`config.mk`:
```
export PLATFORM = sky130hd
export DESIGN_NAME = mac_lane_array_flat
export DESIGN_NICKNAME = d
export VERILOG_FILES = /design/src/rtl/mac_lane_array_if.sv /design/src/rtl/mac_lane_array.sv /design/src/flat_wrapper.sv
export SDC_FILE = /design/constraint.sdc
export NUM_CORES = 1
export LEC_CHECK = 0
export CAP_MARGIN = 20
export CELL_PAD_IN_SITES_DETAIL_PLACEMENT = 1
export CELL_PAD_IN_SITES_GLOBAL_PLACEMENT = 1
export CORE_ASPECT_RATIO = 0.8
export CORE_UTILIZATION = 48
export CTS_BUF_LIST = sky130_fd_sc_hd__clkbuf_4 sky130_fd_sc_hd__clkbuf_8 sky130_fd_sc_hd__clkbuf_16
export CTS_CLUSTER_SIZE = 10
export DETAILED_ROUTE_END_ITERATION = 16
export PLACE_DENSITY_LB_ADDON = 0.15
export SYNTH_ARGS = -nofsm -noshare
export SYNTH_HDL_FRONTEND = slang
export SYNTH_SLANG_ARGS = --single-unit
```
`constraint.sdc`:
```
create_clock -name clk_i -period 5.2 [get_ports clk_i]
set_input_delay 0.78 -clock clk_i [delete_from_list [all_inputs] [get_ports clk_i]]
set_output_delay 0.78 -clock clk_i [all_outputs]
set_load 0.05 [all_outputs]
```
`src/rtl/mac_lane_array_if.sv`:
```
// Stream bundle for mac_lane_array: window config, beat input channel, result output channel.
// master = upstream streamer / downstream consumer side, slave = the MAC array itself.
interface mac_lane_array_if #(
    parameter int LANES     = 4,
    parameter int IN_WIDTH  = 8,
    parameter int ACC_WIDTH = 32,
    parameter int OUT_WIDTH = 16,
    parameter int KLEN_MAX  = 256,
    parameter int LEN_W     = $clog2(KLEN_MAX + 1)
);
    logic [LEN_W-1:0]              kernel_len;
    logic signed [ACC_WIDTH-1:0]   bias;
    logic                          in_valid;
    logic                          in_ready;
    logic [LANES*IN_WIDTH-1:0]     in_data;
    logic [LANES*IN_WIDTH-1:0]     in_weight;
    logic                          out_valid;
    logic                          out_ready;
    logic signed [OUT_WIDTH-1:0]   out_data;
    logic                          out_sat;
    logic                          busy;

    modport master (
        output kernel_len, bias, in_valid, in_data, in_weight, out_ready,
        input  in_ready, out_valid, out_data, out_sat, busy
    );

    modport slave (
        input  kernel_len, bias, in_valid, in_data, in_weight, out_ready,
        output in_ready, out_valid, out_data, out_sat, busy
    );
endinterface

```
`src/rtl/mac_lane_array.sv`:
```
// LANES-wide signed MAC reducing one kernel window into a biased, shifted, saturated result.
// Optional `define MAC_RELU_EN clamps negative results to zero after output saturation.
module mac_lane_array #(
    parameter int LANES     = 4,
    parameter int IN_WIDTH  = 8,
    parameter int ACC_WIDTH = 32,
    parameter int OUT_WIDTH = 16,
    parameter int OUT_SHIFT = 0,
    parameter int KLEN_MAX  = 256,
    parameter int LEN_W     = $clog2(KLEN_MAX + 1)
) (
    input  logic           clk_i,
    input  logic           rst_i,
    input  logic           clr_i,
    mac_lane_array_if.slave bus
);

    typedef enum logic [1:0] {
        IDLE,
        ACCUM,
        BIAS,
        OUT
    } state_t;

    localparam logic signed [ACC_WIDTH-1:0] ACC_MAX = {1'b0, {(ACC_WIDTH-1){1'b1}}};
    localparam logic signed [ACC_WIDTH-1:0] ACC_MIN = {1'b1, {(ACC_WIDTH-1){1'b0}}};
    localparam logic signed [ACC_WIDTH-1:0] OUT_MAX =
        {{(ACC_WIDTH-OUT_WIDTH+1){1'b0}}, {(OUT_WIDTH-1){1'b1}}};
    localparam logic signed [ACC_WIDTH-1:0] OUT_MIN = ~OUT_MAX;
    localparam logic [LEN_W-1:0]            LEN_MAX = LEN_W'(KLEN_MAX);
    localparam logic [LEN_W-1:0]            LEN_ONE = LEN_W'(1);

    state_t state, state_next;

    logic signed [ACC_WIDTH-1:0]   acc;
    logic signed [ACC_WIDTH-1:0]   bias_q;
    logic [LEN_W-1:0]              remaining;
    logic                          sticky;
    logic signed [OUT_WIDTH-1:0]   out_data_q;
    logic                          out_sat_q;

    logic signed [2*IN_WIDTH-1:0]  prod;
    logic signed [ACC_WIDTH-1:0]   beat_sum;
    logic signed [ACC_WIDTH-1:0]   acc_base;
    logic signed [ACC_WIDTH-1:0]   acc_sum;
    logic                          acc_ovf;
    logic signed [ACC_WIDTH-1:0]   biased;
    logic                          bias_ovf;
    logic signed [ACC_WIDTH-1:0]   shifted;
    logic signed [OUT_WIDTH-1:0]   narrowed;
    logic                          out_ovf;
    logic signed [OUT_WIDTH-1:0]   result;
    logic [LEN_W-1:0]              len_eff;
    logic                          accept;

    // Returns {overflow, saturated sum}; overflow when the carry-out disagrees with the sign bit.
    function automatic logic [ACC_WIDTH:0] sat_add(
        input logic signed [ACC_WIDTH-1:0] a,
        input logic signed [ACC_WIDTH-1:0] b
    );
        logic signed [ACC_WIDTH:0] s;
        s = {a[ACC_WIDTH-1], a} + {b[ACC_WIDTH-1], b};
        if (s[ACC_WIDTH] != s[ACC_WIDTH-1]) begin
            return {1'b1, (s[ACC_WIDTH] ? ACC_MIN : ACC_MAX)};
        end
        return {1'b0, s[ACC_WIDTH-1:0]};
    endfunction

    assign bus.in_ready  = (state == IDLE) || (state == ACCUM);
    assign bus.out_valid = (state == OUT);
    assign bus.busy      = (state != IDLE);
    assign bus.out_data  = out_data_q;
    assign bus.out_sat   = out_sat_q;

    assign accept = bus.in_valid && bus.in_ready;

    always_comb begin
        prod     = '0;
        beat_sum = '0;
        for (int unsigned k = 0; k < LANES; k++) begin
            prod     = $signed(bus.in_data[k*IN_WIDTH +: IN_WIDTH]) *
                       $signed(bus.in_weight[k*IN_WIDTH +: IN_WIDTH]);
            beat_sum = beat_sum + ACC_WIDTH'(prod);
        end
    end

    // The first beat of a window starts from zero rather than the stale accumulator.
    always_comb begin
        acc_base            = (state == IDLE) ? '0 : acc;
        {acc_ovf, acc_sum}  = sat_add(acc_base, beat_sum);
        {bias_ovf, biased}  = sat_add(acc, bias_q);
        shifted             = biased >>> OUT_SHIFT;
    end

    always_comb begin
        narrowed = shifted[OUT_WIDTH-1:0];
        out_ovf  = 1'b0;
        if (shifted > OUT_MAX) begin
            narrowed = OUT_MAX[OUT_WIDTH-1:0];
            out_ovf  = 1'b1;
        end else if (shifted < OUT_MIN) begin
            narrowed = OUT_MIN[OUT_WIDTH-1:0];
            out_ovf  = 1'b1;
        end
`ifdef MAC_RELU_EN
        result = narrowed[OUT_WIDTH-1] ? '0 : narrowed;
`else
        result = narrowed;
`endif
    end

    always_comb begin
        len_eff = bus.kernel_len;
        if (bus.kernel_len == '0) begin
            len_eff = LEN_ONE;
        end else if (bus.kernel_len > LEN_MAX) begin
            len_eff = LEN_MAX;
        end
    end

    always_comb begin
        state_next = state;
        if (clr_i) begin
            state_next = IDLE;
        end else begin
            unique case (state)
                IDLE: begin
                    if (accept) begin
                        state_next = (len_eff == LEN_ONE) ? BIAS : ACCUM;
                    end
                end
                ACCUM: begin
                    if (accept && (remaining == LEN_ONE)) begin
                        state_next = BIAS;
                    end
                end
                BIAS: begin
                    state_next = OUT;
                end
                OUT: begin
                    if (bus.out_ready) begin
                        state_next = IDLE;
                    end
                end
                default: begin
                    state_next = IDLE;
                end
            endcase
        end
    end

    always_ff @(posedge clk_i or posedge rst_i) begin
        if (rst_i) begin
            state <= IDLE;
        end else begin
            state <= state_next;
        end
    end

    always_ff @(posedge clk_i or posedge rst_i) begin
        if (rst_i) begin
            acc        <= '0;
            bias_q     <= '0;
            remaining  <= '0;
            sticky     <= 1'b0;
            out_data_q <= '0;
            out_sat_q  <= 1'b0;
        end else if (clr_i) begin
            acc        <= '0;
            remaining  <= '0;
            sticky     <= 1'b0;
        end else begin
            unique case (state)
                IDLE: begin
                    if (accept) begin
                        acc       <= acc_sum;
                        sticky    <= acc_ovf;
                        bias_q    <= bus.bias;
                        remaining <= len_eff - LEN_ONE;
                    end
                end
                ACCUM: begin
                    if (accept) begin
                        acc       <= acc_sum;
                        sticky    <= sticky | acc_ovf;
                        remaining <= remaining - LEN_ONE;
                    end
                end
                BIAS: begin
                    out_data_q <= result;
                    out_sat_q  <= sticky | bias_ovf | out_ovf;
                end
                OUT: begin
                    if (bus.out_ready) begin
                        acc    <= '0;
                        sticky <= 1'b0;
                    end
                end
                default: begin
                    acc <= '0;
                end
            endcase
        end
    end

endmodule

```
`src/flat_wrapper.sv`:
```
// flat-port wrapper written by rule: the top's interface ports become plain ports
module mac_lane_array_flat 
#(
    parameter int LANES     = 4,
    parameter int IN_WIDTH  = 8,
    parameter int ACC_WIDTH = 32,
    parameter int OUT_WIDTH = 16,
    parameter int OUT_SHIFT = 0,
    parameter int KLEN_MAX  = 256,
    parameter int LEN_W     = $clog2(KLEN_MAX + 1)
)
  (clk_i, rst_i, clr_i, bus_kernel_len, bus_bias, bus_in_valid, bus_in_data, bus_in_weight, bus_out_ready, bus_in_ready, bus_out_valid, bus_out_data, bus_out_sat, bus_busy);
  mac_lane_array_if #(.LANES(LANES), .IN_WIDTH(IN_WIDTH), .ACC_WIDTH(ACC_WIDTH), .OUT_WIDTH(OUT_WIDTH), .KLEN_MAX(KLEN_MAX), .LEN_W(LEN_W)) bus_i ();
  input  logic clk_i;
  input  logic rst_i;
  input  logic clr_i;
  input wire logic [$bits(bus_i.kernel_len)-1:0] bus_kernel_len;
  input wire logic [$bits(bus_i.bias)-1:0] bus_bias;
  input wire logic [$bits(bus_i.in_valid)-1:0] bus_in_valid;
  input wire logic [$bits(bus_i.in_data)-1:0] bus_in_data;
  input wire logic [$bits(bus_i.in_weight)-1:0] bus_in_weight;
  input wire logic [$bits(bus_i.out_ready)-1:0] bus_out_ready;
  output wire logic [$bits(bus_i.in_ready)-1:0] bus_in_ready;
  output wire logic [$bits(bus_i.out_valid)-1:0] bus_out_valid;
  output wire logic [$bits(bus_i.out_data)-1:0] bus_out_data;
  output wire logic [$bits(bus_i.out_sat)-1:0] bus_out_sat;
  output wire logic [$bits(bus_i.busy)-1:0] bus_busy;
  assign bus_i.kernel_len = bus_kernel_len;
  assign bus_i.bias = bus_bias;
  assign bus_i.in_valid = bus_in_valid;
  assign bus_i.in_data = bus_in_data;
  assign bus_i.in_weight = bus_in_weight;
  assign bus_i.out_ready = bus_out_ready;
  assign bus_in_ready = bus_i.in_ready;
  assign bus_out_valid = bus_i.out_valid;
  assign bus_out_data = bus_i.out_data;
  assign bus_out_sat = bus_i.out_sat;
  assign bus_busy = bus_i.busy;
  mac_lane_array #(.LANES(LANES), .IN_WIDTH(IN_WIDTH), .ACC_WIDTH(ACC_WIDTH), .OUT_WIDTH(OUT_WIDTH), .OUT_SHIFT(OUT_SHIFT), .KLEN_MAX(KLEN_MAX), .LEN_W(LEN_W)) u_core (.clk_i(clk_i), .rst_i(rst_i), .clr_i(clr_i), .bus(bus_i));
endmodule
```
==> flow_summary.json <==
{
  "timing.final.crit_share": 2.450,
  "io_buffer_count": 129,
  "final.fill_count": 4729,
  "syn_inst": 2215,
  "worstReg2RegStart": "u_core.acc[8]$_DFFE_PP0P_",
  "start_util": 0.4880,
  "synth_edf_count": 0,
  "vias_per_cell": 5.496,
  "grt_use_total": 0.3050,
  "place_inst": 3111,
  "r2r_end": "u_core.bus.out_data[3]$_DFFE_PP0P_",
  "clk_latency_ns": 0.36,
  "critPathSlowestCell": "fa_1",
  "firstDrtPassIters": 5,
  "holdCritStartpoint": "u_core.acc[18]$_DFFE_PP0P_",
  "drv_cap": 0,
  "yosysSeqAreaShare": 0.1169,
  "drt-total-wl_um": 64880,
  "grt-ovfl-total": 0,
  "area_growth_pct": 25.96,
  "setup_ws_ns": -7.539,
  "clkTransAtPathRegs_ns": 0.07,
  "row_count": 66,
  "nNetsFinal": 3242,
  "yosysTopAreaCell": "fa_1",
  "finalWeightedCongestion": 0.9309,
  "hold_viol": 0,
  "ys_warn_count": 0,
  "crit_arrival_ns": 12.98,
  "via_count": 17368,
  "multiInputGateArea_um2": 16430,
  "ys_async_sr_fraction": 1.000,
  "dp_hpwl_um": 53530,
  "root_buffer": "clkbuf_16",
  "synth_flop_cell": "dfrtp_1",
  "syn_area_um2": 19910,
  "failed_checks": "setup timing",
  "cts_tree": "yes",
  "die_y_um": 184.2,
  "die_w_um": 229.7,
  "startpoint": "bus_in_weight[17]",
  "core-area_um2": 40790,
  "crit_type": "in -> reg",
  "synthesis.nets": 2846,
  "r2r_cells": 20,
  "antenna_found_initial": 1,
  "final-seq-area_um2": 2327,
  "path_common_cell": "fa_1",
  "grt_pass1_wl_um": 101700,
  "layout_min_cycle_time_ns": 12.74,
  "finalSetupViolations": 33,
  "drcViolationCount": 0,
  "dieArea_um2": 42300,
  "htree_levels": 3,
  "yosys.cell_types.count": 92,
  "cp.required_ns": 5.44,
  "antenna_cells": 0,
  "yosys_register_bits": 93,
  "synth_commonest_cells": "417 x inv_1, 324 x fa_1, 221 x nand2_1",
  "status": "finished with violations",
  "grt_pass1_vias": 19265,
  "setup.worst_path.start_class": "input port",
  "synth_area_leaders": "fa_1 33%, ha_1 12%, dfrtp_1 12%",
  "rsz0062_at_grt": "true",
  "ant_nets": 0,
  "grt_max_degree": 59,
  "max_freq_mhz": 78.50,
  "cts.path.max_buffers": 2,
  "worst_pin_slew_ns": 0.8264,
  "timing.slew.headroom": 0.4491,
  "endpoint": "u_core.acc[15]$_DFFE_PP0P_",
  "r2r_slack_ns": 0.26,
  "avgSynthCellArea_um2": 8.988,
  "wl_per_cell_um": 20.53,
  "io-pin-count": 130,
  "cts_sinks": 93,
  "synth_top_area_share": 0.3258,
  "final_cells": 3160,
  "slew_violations": 0,
  "slowest_delay_ns": 0.61,
  "yosysMostFrequentCell": "inv_1",
  "endpoint_kind": "register",
  "drive_gt1_frac": 0.2057,
  "min_path_type": "reg -> reg",
  "cts_made_buffers": 9,
  "drt-initial-drc-count": 910,
  "fin_skew_ns": 0.007631,
  "cp_max_fo": 7
}
==> placed cells by master, fill, tap and decap left out, drive strengths merged, types with 27 or more instances in the layout <==
cell type | netlist | layout
a21oi | 97 | 97
and2 | 134 | 134
buf | 14 | 315
clkdlybuf4s50 | 0 | 83
dfrtp | 93 | 93
fa | 324 | 324
ha | 197 | 197
inv | 418 | 418
mux2 | 34 | 34
nand2 | 222 | 222
nand2b | 28 | 28
nor2 | 104 | 104
nor2b | 44 | 44
nor3 | 34 | 34
o21ai | 102 | 102
xnor2 | 61 | 61
xor2 | 27 | 27
==> stage by stage <==
stage / setup slack, ns / hold WS [ns] / utilization / setup TNS (ns) / instance area, µm²
after CTS: -7.254 / 0.5078 / 0.6065 / -236.72 / 24740
final: -7.539 / 0.5067 / 0.6147 / -244.70 / 25080
after floorplan: -6.507 / 0.4571 / - / -212.61 / 20180
after detailed placement: -8.055 / 0.4926 / 0.5888 / -263.76 / 24020
after global routing: -7.948 / 0.5397 / 0.6147 / -258.66 / 25080
after global placement: -7.664 / 0.4790 / 0.5888 / -250.54 / 24020
==> kinds of logic after synthesis <==
group,count (synthesis),synth area share
DFF,93,0.1169
adders and majority gates,521,0.4496
muxes,35,0.01973
and+or+nand+nor,637,0.1584
xor gates and xnor gates,88,0.03909
AOI/OAI and AO/OA,370,0.1259
buffers and inverters,471,0.09031
==> routing by layer <==
layer  GRT usage  vias to the layer above  routed length [µm]
li1            -                     7903                   -
met1      0.4305                     8943               29390
met2      0.5082                      444               31300
met3     0.04208                       78                3397
met4     0.04742                        0                 800
met5           0                        -                   0
==> worst max-delay path: cells and delay by family <==
| kind | cells | cell delay [ns] |
|---|---|---|
| compound gates | 14 | 2.76 |
| xor+xnor | 2 | 0.43 |
| fa+ha+maj | 15 | 6.65 |
| buf+inv | 14 | 1.76 |
| simple gates | 5 | 0.57 |
==> registers in the layout, summed over array words and instances, names as in the netlist <==
signal / cells
u_core.remaining: 9
u_core.bias_q: 32
u_core.state: 2
u_core.bus.out_data: 16
u_core.acc: 32
u_core.bus.out_sat: 1
u_core.sticky: 1
==> how the worst min path moves through the flow <==
stage                     slack [ns]  cells past startpoint                          to
final                           0.51                      2  u_core.acc[18]$_DFFE_PP0P_
after CTS                       0.51                      2  u_core.acc[17]$_DFFE_PP0P_
after global placement          0.48                      2   u_core.acc[5]$_DFFE_PP0P_
after floorplan                 0.46                      2  u_core.acc[10]$_DFFE_PP0P_
after global routing            0.54                      2  u_core.acc[18]$_DFFE_PP0P_
after detailed placement        0.49                      2  u_core.acc[17]$_DFFE_PP0P_
==> layout make-up <==
class	instances	area share
clock buffer	12	0.01038
clock inverter	4	0.001297
inverter	419	0.06277
multi-input combinational	1651	0.6553
sequential	93	0.09281
tap	544	0.02714
timing repair buffer	437	0.1503
==> timing repair <==
action / 4_1_cts / 5_1_grt
resized for setup: 185 / 69
pin swaps: 61 / 46
buffers inserted: 19 / 10
cloned: 2 / 3
hold buffers: 0 / 0
endpoints found under the setup margin: 33 / 48
Power is left out: the tool's default activity adds up to more than one toggle a clock period on the data nets, which glitch-free logic cannot reach.
==> variant (config.mk and constraints unchanged) <==
`LANES` is set to 4 in 3 places; all go to 2.
--- a/src/rtl/mac_lane_array_if.sv
+++ b/src/rtl/mac_lane_array_if.sv
@@ -3,3 +3,3 @@
 interface mac_lane_array_if #(
-    parameter int LANES     = 4,
+    parameter int LANES     = 2,
     parameter int IN_WIDTH  = 8,
--- a/src/rtl/mac_lane_array.sv
+++ b/src/rtl/mac_lane_array.sv
@@ -3,3 +3,3 @@
 module mac_lane_array #(
-    parameter int LANES     = 4,
+    parameter int LANES     = 2,
     parameter int IN_WIDTH  = 8,
--- a/src/flat_wrapper.sv
+++ b/src/flat_wrapper.sv
@@ -3,3 +3,3 @@
 #(
-    parameter int LANES     = 4,
+    parameter int LANES     = 2,
     parameter int IN_WIDTH  = 8,
Ports: changed (resized bus_in_data and bus_in_weight); port bits go from 130 to 98. The function was not compared with the original's and may differ.
==> variant against the unedited design <==
Cell area decreased by 15%; sequential cell count unchanged; first-iteration DRC count fell by 6.7%; routed wire length decreased by 12%; synthesized cell count is 13% lower; via count down 14%; area after synthesis down 16%; the flow still finishes with violations (setup timing); critical endpoint is now u_core.acc[22]; critical path type unchanged; register-to-register slack worse by 2.1 ns; worst setup slack improved by 5.3 ns.
Power is left out: the tool's default activity adds up to more than one toggle a clock period on the data nets, which glitch-free logic cannot reach.
==> variant: results (changes against the unedited design) <==
stage	metric	value	unit	change
synthesis	sequential area share after synthesis	0.1396		+0.02270
grt	initial antenna violation count	0		-1
clocking	H-tree levels	3		unchanged
route	vias post-DR	14970		-14%
worst_setup_path	worst-path maximum fanout	8		+1
grt	largest net degree at the start of global routing	50		-15%
sta	Worst Tran Pin Value	0.9054	ns	+0.07903 ns
run_status	failing checks	setup timing		
worst_setup_path	CP Data Arrival Time	7.67	ns	-5.31 ns
clocking	Bufs on Longest Clock Path	2		unchanged
synthesis	synth cell count leaders	inv_1, fa_1, ha_1		
sta	fin worst setup slack	-2.210	ns	+5.329 ns
final_layout	Final nets	2733		-16%
run_status	status	finished, violations left		
final_layout	ANT cells	0		unchanged
final_layout	layout cells sized above 1	0.2166		+0.01093
worst_hold_path	worst hold path class	register to register		
place	Detailed Place HPWL	45.43	mm	-15%
clocking	Worst-path clk slew	0.07	ns	about the same
clocking	# hold bufs at CTS	0		unchanged
synthesis	Primary FF master, synth	dfrtp_1		
sta	final setup violation count	33		unchanged
synthesis	top cells by area, synth	fa_1, dfrtp_1, ha_1		
clocking	CTS Buf Count	9		unchanged
route	Starting DRT DRC Count	849		-6.7%
synthesis	ys async rst share	1.000		unchanged
worst_setup_path	max incr delay on CP	0.61	ns	about the same
route	TritonRoute pass-1 iters	6		+1
route	Routed WL per cell	20.99	um	+2.2%
clocking	cell at the root of the clock tree	clkbuf_16		
synthesis	Mapped Nets	2391		-16%
place	IO buf count	97		-25%
place	GPL Wtd Cong	0.9006		-3.3%
clocking	worst-skew pair later-pin latency	0.38	ns	+0.02 ns
synthesis	synth unique cells	80		-13%
grt	first-pass GRT wire length	89.03	mm	-12%
worst_setup_path	slowest cell on the critical path	fa_2		
sta	clk_skew	0.01159	ns	+0.003955 ns
route	antenna viol nets, final	0		unchanged
synthesis	synth warn	0		unchanged
grt	vias in the first global route	16410		-15%
grt	gr usage total	0.3223		+0.01735
variant: cell types whose count changed after synthesis, moves of 21 or more:
| cell | unedited run | this run |
|---|---|---|
| nand2_1 | 221 | 153 |
| and2_1 | 134 | 78 |
| o21ai_0 | 80 | 56 |
| ha_1 | 197 | 167 |
| fa_1 | 324 | 226 |
| xnor2_1 | 60 | 39 |
| nor3_2 | 0 | 28 |
variant: through the flow:
stage	setup TNS (ns)	instances	hold slack, ns	area [um^2]	setup slack [ns]
final	-70.77	2732	0.4999	21320	-2.210
after global routing	-75.13	2732	0.5219	21320	-2.337
after CTS	-67.38	2717	0.4975	20710	-2.091
after detailed placement	-101.32	2680	0.4808	19960	-3.143
after global placement	-93.09	2680	0.4757	19960	-2.848
after floorplan	-73.53	1920	0.4737	16730	-2.270
variant: cell type report:
class | count | area [um^2]
fill | 3954 | 12620
sequential | 93 | 2327
inverter | 429 | 1617
timing repair buffer | 380 | 3374
clock inverter | 6 | 46.29
multi-input combinational | 1349 | 13140
clock buffer | 10 | 232.7
tap | 465 | 581.8
variant: metal layers:
layer | routed length [um] | part of all wire | GRT usage
met1 | 24090 | 0.42 | 0.4200
met2 | 28860 | 0.50 | 0.5543
met3 | 2900 | 0.051 | 0.05269
met4 | 1503 | 0.026 | 0.08823
met5 | 0 | 0 | 0
variant: final timing paths:
kind                       depth (start not counted)  slack, ns               startpoint                       to
min reg2reg                                        2       0.50  u_core.bus.out_data[15]  u_core.bus.out_data[15]
max reg2reg                                       30      -1.86          u_core.state[0]           u_core.acc[22]
min in group asynchronous                          2       0.84                    rst_i         u_core.bias_q[7]
max                                               26      -2.21           bus_in_data[7]           u_core.acc[22]
min                                                2       0.50  u_core.bus.out_data[15]  u_core.bus.out_data[15]
max in group asynchronous                          3       3.22                    rst_i         u_core.bias_q[1]
variant: cell families (layout without fill, tap and decap cells):
family | Yosys count | in the layout | synth area share
and+or+nand+nor | 538 | 539 | 0.1709
muxes | 42 | 42 | 0.02784
adders and majority gates | 393 | 393 | 0.3967
xor gates and xnor gates | 53 | 53 | 0.02784
buffers and inverters | 479 | 825 | 0.1127
AOI/OAI and AO/OA | 322 | 322 | 0.1244
DFF | 93 | 93 | 0.1396
variant: repair_timing:
action / in CTS / in global routing
endpoints found under the setup margin: 44 / 48
hold endpoints to repair: 0 / 0
resized for setup: 136 / 88
gates cloned: 5 / 5
buffers inserted: 16 / 12
pin swaps: 35 / 61
variant: worst max-delay path, delay by kind of cell:
family	cells	cell delay, ns
buffers and inverters	8	0.89
adder cells (fa/ha/maj)	7	3.53
AO/OA/AOI/OAI	5	0.94
AND/OR/NAND/NOR	6	1.53
